--- src/rtl/counter_sweep_arbiter_if.sv ---
// Job request, completion and counter-control signals shared between the
// sweep arbiter and its environment.
interface counter_sweep_arbiter_if #(
    parameter int WIDTH = 4
);
    logic [1:0]       req_valid;
    logic [1:0]       req_ready;
    logic [WIDTH-1:0] req_start0;
    logic [WIDTH-1:0] req_end0;
    logic [WIDTH-1:0] req_start1;
    logic [WIDTH-1:0] req_end1;
    logic [1:0]       done;
    logic [1:0]       err;
    logic             busy;
    logic             owner;
    logic             ctr_load;
    logic             ctr_up_down;
    logic [WIDTH-1:0] ctr_data;
    logic [WIDTH-1:0] ctr_count;

    modport slave (
        input  req_valid, req_start0, req_end0, req_start1, req_end1, ctr_count,
        output req_ready, done, err, busy, owner, ctr_load, ctr_up_down, ctr_data
    );

    modport master (
        output req_valid, req_start0, req_end0, req_start1, req_end1, ctr_count,
        input  req_ready, done, err, busy, owner, ctr_load, ctr_up_down, ctr_data
    );
endinterface

--- src/rtl/counter_sweep_arbiter.sv ---
// Shares one loadable up/down counter between two sweep requesters.
// Round-robin grant, one LOAD cycle, then RUN until the count hits the
// job's end value (done) or the watchdog expires (err).
//
// state | meaning
// ------+-----------------------------------------------
// IDLE  | waiting for a request, counter free-runs
// LOAD  | ctr_load asserted with the captured start value
// RUN   | comparing ctr_count against end, watchdog running
module counter_sweep_arbiter #(
    parameter int WIDTH = 4
) (
    input  logic                   clk,
    input  logic                   rst,
    counter_sweep_arbiter_if.slave bus
);
    typedef enum logic [1:0] {IDLE, LOAD, RUN} state_t;

    // Timeout fires at RUN index 2^WIDTH without a match.
    localparam logic [WIDTH:0] RUN_LIMIT = {1'b1, {WIDTH{1'b0}}};

    state_t           state;
    logic             last_served;
    logic             owner_q;
    logic [1:0]       done_q;
    logic [1:0]       err_q;
    logic             load_q;
    logic             up_down_q;
    logic [WIDTH-1:0] data_q;
    logic [WIDTH-1:0] end_q;
    logic [WIDTH:0]   run_idx;

    logic             grant;
    logic             accept;
    logic [WIDTH-1:0] sel_start;
    logic [WIDTH-1:0] sel_end;

    // Round-robin pick: contention goes to the requester not served last.
    always_comb begin
        grant = 1'b0;
        if (bus.req_valid == 2'b11) begin
            grant = ~last_served;
        end else if (bus.req_valid[1]) begin
            grant = 1'b1;
        end
    end

    assign sel_start = grant ? bus.req_start1 : bus.req_start0;
    assign sel_end   = grant ? bus.req_end1   : bus.req_end0;

    assign bus.req_ready = (state == IDLE && !rst && (|bus.req_valid))
                           ? (grant ? 2'b10 : 2'b01) : 2'b00;
    assign accept        = |bus.req_ready;

    assign bus.done        = done_q;
    assign bus.err         = err_q;
    assign bus.busy        = (state != IDLE);
    assign bus.owner       = owner_q;
    assign bus.ctr_load    = load_q;
    assign bus.ctr_up_down = up_down_q;
    assign bus.ctr_data    = data_q;

    // Sequencer: capture job, load counter, watch for end value or timeout.
    always_ff @(posedge clk) begin
        if (rst) begin
            state       <= IDLE;
            last_served <= 1'b1;
            owner_q     <= 1'b0;
            done_q      <= 2'b00;
            err_q       <= 2'b00;
            load_q      <= 1'b0;
            up_down_q   <= 1'b1;
            data_q      <= '0;
            end_q       <= '0;
            run_idx     <= '0;
        end else begin
            done_q <= 2'b00;
            err_q  <= 2'b00;
            load_q <= 1'b0;
            case (state)
                IDLE: begin
                    if (accept) begin
                        data_q      <= sel_start;
                        end_q       <= sel_end;
                        owner_q     <= grant;
                        last_served <= grant;
                        up_down_q   <= (sel_end >= sel_start);
                        load_q      <= 1'b1;
                        state       <= LOAD;
                    end
                end
                LOAD: begin
                    run_idx <= '0;
                    state   <= RUN;
                end
                RUN: begin
                    if (bus.ctr_count == end_q) begin
                        done_q[owner_q] <= 1'b1;
                        state           <= IDLE;
                    end else if (run_idx == RUN_LIMIT) begin
                        err_q[owner_q] <= 1'b1;
                        state          <= IDLE;
                    end else begin
                        run_idx <= run_idx + 1'b1;
                    end
                end
                default: state <= IDLE;
            endcase
        end
    end
endmodule

--- src/flat_wrapper.sv ---
// flat-port wrapper written by rule: the top's interface ports become plain ports
module counter_sweep_arbiter_flat 
#(
    parameter int WIDTH = 4
)
  (clk, rst, bus_req_valid, bus_req_start0, bus_req_end0, bus_req_start1, bus_req_end1, bus_ctr_count, bus_req_ready, bus_done, bus_err, bus_busy, bus_owner, bus_ctr_load, bus_ctr_up_down, bus_ctr_data);
  counter_sweep_arbiter_if #(.WIDTH(WIDTH)) bus_i ();
  input  logic clk;
  input  logic rst;
  input wire logic [$bits(bus_i.req_valid)-1:0] bus_req_valid;
  input wire logic [$bits(bus_i.req_start0)-1:0] bus_req_start0;
  input wire logic [$bits(bus_i.req_end0)-1:0] bus_req_end0;
  input wire logic [$bits(bus_i.req_start1)-1:0] bus_req_start1;
  input wire logic [$bits(bus_i.req_end1)-1:0] bus_req_end1;
  input wire logic [$bits(bus_i.ctr_count)-1:0] bus_ctr_count;
  output wire logic [$bits(bus_i.req_ready)-1:0] bus_req_ready;
  output wire logic [$bits(bus_i.done)-1:0] bus_done;
  output wire logic [$bits(bus_i.err)-1:0] bus_err;
  output wire logic [$bits(bus_i.busy)-1:0] bus_busy;
  output wire logic [$bits(bus_i.owner)-1:0] bus_owner;
  output wire logic [$bits(bus_i.ctr_load)-1:0] bus_ctr_load;
  output wire logic [$bits(bus_i.ctr_up_down)-1:0] bus_ctr_up_down;
  output wire logic [$bits(bus_i.ctr_data)-1:0] bus_ctr_data;
  assign bus_i.req_valid = bus_req_valid;
  assign bus_i.req_start0 = bus_req_start0;
  assign bus_i.req_end0 = bus_req_end0;
  assign bus_i.req_start1 = bus_req_start1;
  assign bus_i.req_end1 = bus_req_end1;
  assign bus_i.ctr_count = bus_ctr_count;
  assign bus_req_ready = bus_i.req_ready;
  assign bus_done = bus_i.done;
  assign bus_err = bus_i.err;
  assign bus_busy = bus_i.busy;
  assign bus_owner = bus_i.owner;
  assign bus_ctr_load = bus_i.ctr_load;
  assign bus_ctr_up_down = bus_i.ctr_up_down;
  assign bus_ctr_data = bus_i.ctr_data;
  counter_sweep_arbiter #(.WIDTH(WIDTH)) u_core (.clk(clk), .rst(rst), .bus(bus_i));
endmodule
--- config.mk ---
export PLATFORM = sky130hd
export DESIGN_NAME = counter_sweep_arbiter_flat
export DESIGN_NICKNAME = d
export VERILOG_FILES = /design/src/rtl/counter_sweep_arbiter_if.sv /design/src/rtl/counter_sweep_arbiter.sv /design/src/flat_wrapper.sv
export SDC_FILE = /design/constraint.sdc
export NUM_CORES = 1
export LEC_CHECK = 0
export BUFFER_PORTS_ARGS = -buffer_cell sky130_fd_sc_hd__buf_2
export CAP_MARGIN = 20
export CORE_MARGIN = 2
export CORE_UTILIZATION = 49
export DETAILED_ROUTE_END_ITERATION = 16
export PLACE_DENSITY_LB_ADDON = 0.08
export REMOVE_ABC_BUFFERS = 1
export SLEW_MARGIN = 20
export SYNTH_ARGS = -nofsm -noshare
export SYNTH_HDL_FRONTEND = slang
export SYNTH_SLANG_ARGS = --single-unit
--- constraint.sdc ---
create_clock -name clk -period 2.75 [get_ports clk]
set_clock_uncertainty 0.1 [all_clocks]
set_input_delay 0.4125 -clock clk [delete_from_list [all_inputs] [get_ports clk]]
set_output_delay 0.4125 -clock clk [all_outputs]
set_load 0.02 [all_outputs]
==> run metrics <==
grt met2 use=0.331; hold slack=0.295 ns; antenna cells=0; Syn Std Cell Area=0.00114 mm2; I/O pins=38; Seq cells post-synth=23; M3 GR Usage=0.0286; leading cell type in the layout, fill and taps excluded=buf_2; GP Congestion=0.793; period utilization=0.836; CTS H-Tree Depth=1; Post-Synth XOR/XNOR Area=0.0306; worst skew pair latency=0.30 ns; Post-synth EDFFs=0; Num CTS Buffers=3; RSZ-0062 raised after global routing=no; R2R depth=9; Iter 0 DRT Violations=18; hold_buf cts=0; reg2reg start=u_core.last_served; Worst EP required=2.24 ns; area leader, netlist=dfxtp_1; Synth top area share=0.402; Leak=0.637 nW; detailed-route via count=959; Routed WL=2300 um; startpoint class of the critical path=flip-flop; Hold Vio Cnt, Final=0; first-pass GRT wire length=3830 um; Pwr Density=719 mW/mm2; largest net degree at the start of global routing=13; Final Max Slew Viols=0; Max IR drop VDD=444 uV; Setup Viol. Count Final=0; warnings from Yosys=0; Post-CTS Resized=0; die area=0.00274 mm2; Worst slew margin=0.501; endpoint type of the worst setup path=output port; CTS clk-pin slew, worst paths=0.13 ns; Core Area=0.00221 mm2; final core occ=0.626; DIE HEIGHT=52.3 um; hold_sp=rst; Tightest Pin Transition=0.748 ns; worst hold path type=input pin to flip-flop; starting density of the core=0.518; register area share after synthesis=0.402; Setup WS pre-CTS=0.371 ns; total negative slack=0 ns; post-synthesis mux area share=0.0918; met1 Use GR=0.230; main combinational cell family by area after synthesis=simple AND/OR/NAND/NOR gates; simple logic cell fraction of the synthesized area=0.197; final worst slack=0.450 ns; most frequent cells in the layout=buf_2, dfxtp_1, ha_1; dpl hpwl=1820 um; Syn Inst Count=121; CTS sink cnt=23; Synth Area in Compound Gates=0.125; commonest register cell after synthesis=dfxtp_1; maximum root-to-sink buffer count=2; CTS root buffer=clkbuf_4; PortBufs=37; Nets=194; Post-synth ARST share=0; Yosys cell types=32; die width=52.3 um; share of layout cells above drive strength 1=0.302; post-route ant nets=0; Crit Path Max Fanout=6; reg2reg end=u_core.bus.ctr_up_down; max_cap viols=0; hold endpoint=u_core.run_idx[1]; Setup Buffers After CTS=0; via count of the first global-routing pass=923; hold depth=2; drt pass-1 iters=4; setup slack, reg-to-reg=0.59 ns; Synth area leaders=dfxtp_1, ha_1, mux2i_1; Post-route DRC=0; final worst path period need=2.30 ns; grt peak-use layer=met2; area share of fa/ha/maj cells after synthesis=0.109; Syn Area/Cell=9.46 um2; number of antenna violations at the first check in global routing=0; CTS tree=built; Vias/cell=5.13; global-route usage over all layers=0.186; routed length per instance=12.3 um; CP Data Arrival Time=1.79 ns; FMAX=0.435 GHz; Layout area overhead=21.0%; crit path kind=flip-flop to output port; Congestion Overflow GR=0; # rows=17; status=complete, no violations
[power breakdown]
| group | leakage (nW) | internal (mW) | total (mW) | switching (mW) |
|---|---|---|---|---|
| registers | 0.188 | 0.394 | 0.429 | 0.0352 |
| clock network | 0.0150 | 0.0564 | 0.155 | 0.0984 |
| logic | 0.434 | 0.176 | 0.412 | 0.235 |
[per-layer routing]
layer  vias up  part of all wire
li1        497                 -
met1       438              0.47
met2        22              0.48
met3         2             0.040
met4         0            0.0061
met5         -                 0
[sequential cells by signal, summed over array words and instances, names as in the netlist]
signal                  cells
u_core.bus.err              2
u_core.bus.ctr_up_down      1
u_core.state                2
u_core.bus.ctr_data         4
u_core.last_served          1
u_core.end_q                4
u_core.bus.ctr_load         1
u_core.bus.done             2
u_core.run_idx              5
u_core.bus.owner            1
[kinds of logic (layout without fill, tap and decap cells)]
kind of cell,count (synthesis),in the layout
AOI/OAI and AO/OA,22,22
xor gates and xnor gates,4,4
adders and majority gates,10,10
buffers and inverters,13,51
DFF,23,23
muxes,10,10
and+or+nand+nor,39,39
[layout make-up]
| type | instances | area [um2] |
|---|---|---|
| clock buffers | 4 | 26.3 |
| inverters | 8 | 30.0 |
| multi-input cells | 85 | 633 |
| well taps | 28 | 35.0 |
| flip-flops and latches | 23 | 460 |
| repair buffers | 39 | 200 |
| fillers | 200 | 827 |
[Yosys cell counts (2+ instances only)]
library cell  count
xnor2_1           4
o21ai_0           6
a31oi_1           2
nand2_1           6
a21oi_1           5
mux2_2            4
a21o_1            2
a22o_1            4
or3_1             2
inv_1             8
nor2b_1           2
dfxtp_1          23
nand3_1           4
ha_1             10
nand2b_1          4
buf_2             2
nor2_1            8
nand4_1           2
nand3b_1          3
mux2i_1           6
clkbuf_1          3
[how the worst max path moves through the flow]
stage / from / cells after the start / end / slack, ns
after floorplan: bus_req_valid[1] / 8 / u_core.bus.ctr_up_down / 0.02
after global placement: bus_req_valid[0] / 10 / u_core.bus.ctr_up_down / 0.43
after detailed placement: bus_req_valid[0] / 10 / u_core.bus.ctr_up_down / 0.37
after CTS: u_core.state[1] / 7 / bus_req_ready[1] / 0.43
after global routing: u_core.state[0] / 7 / bus_req_ready[1] / 0.30
final: u_core.state[0] / 7 / bus_req_ready[1] / 0.45
[stage by stage]
step	cells	total power, mW	cell area, um2
detailed placement	183	0.850	1360
CTS	187	1.00	1390
global route	187	1.06	1390
global placement	183	0.842	1360
floorplan	116	0.725	1120
finish	187	0.995	1390
[critical path: stages, from the launching register on]
cell and delay [ns]:
dfxtp_1 0.35, inv_1 0.10, ha_1 0.20, o21ai_0 0.10, or2_0 0.23, inv_1 0.16
and2_1 0.18, buf_2 0.17
(Power assumes the default switching activity.)
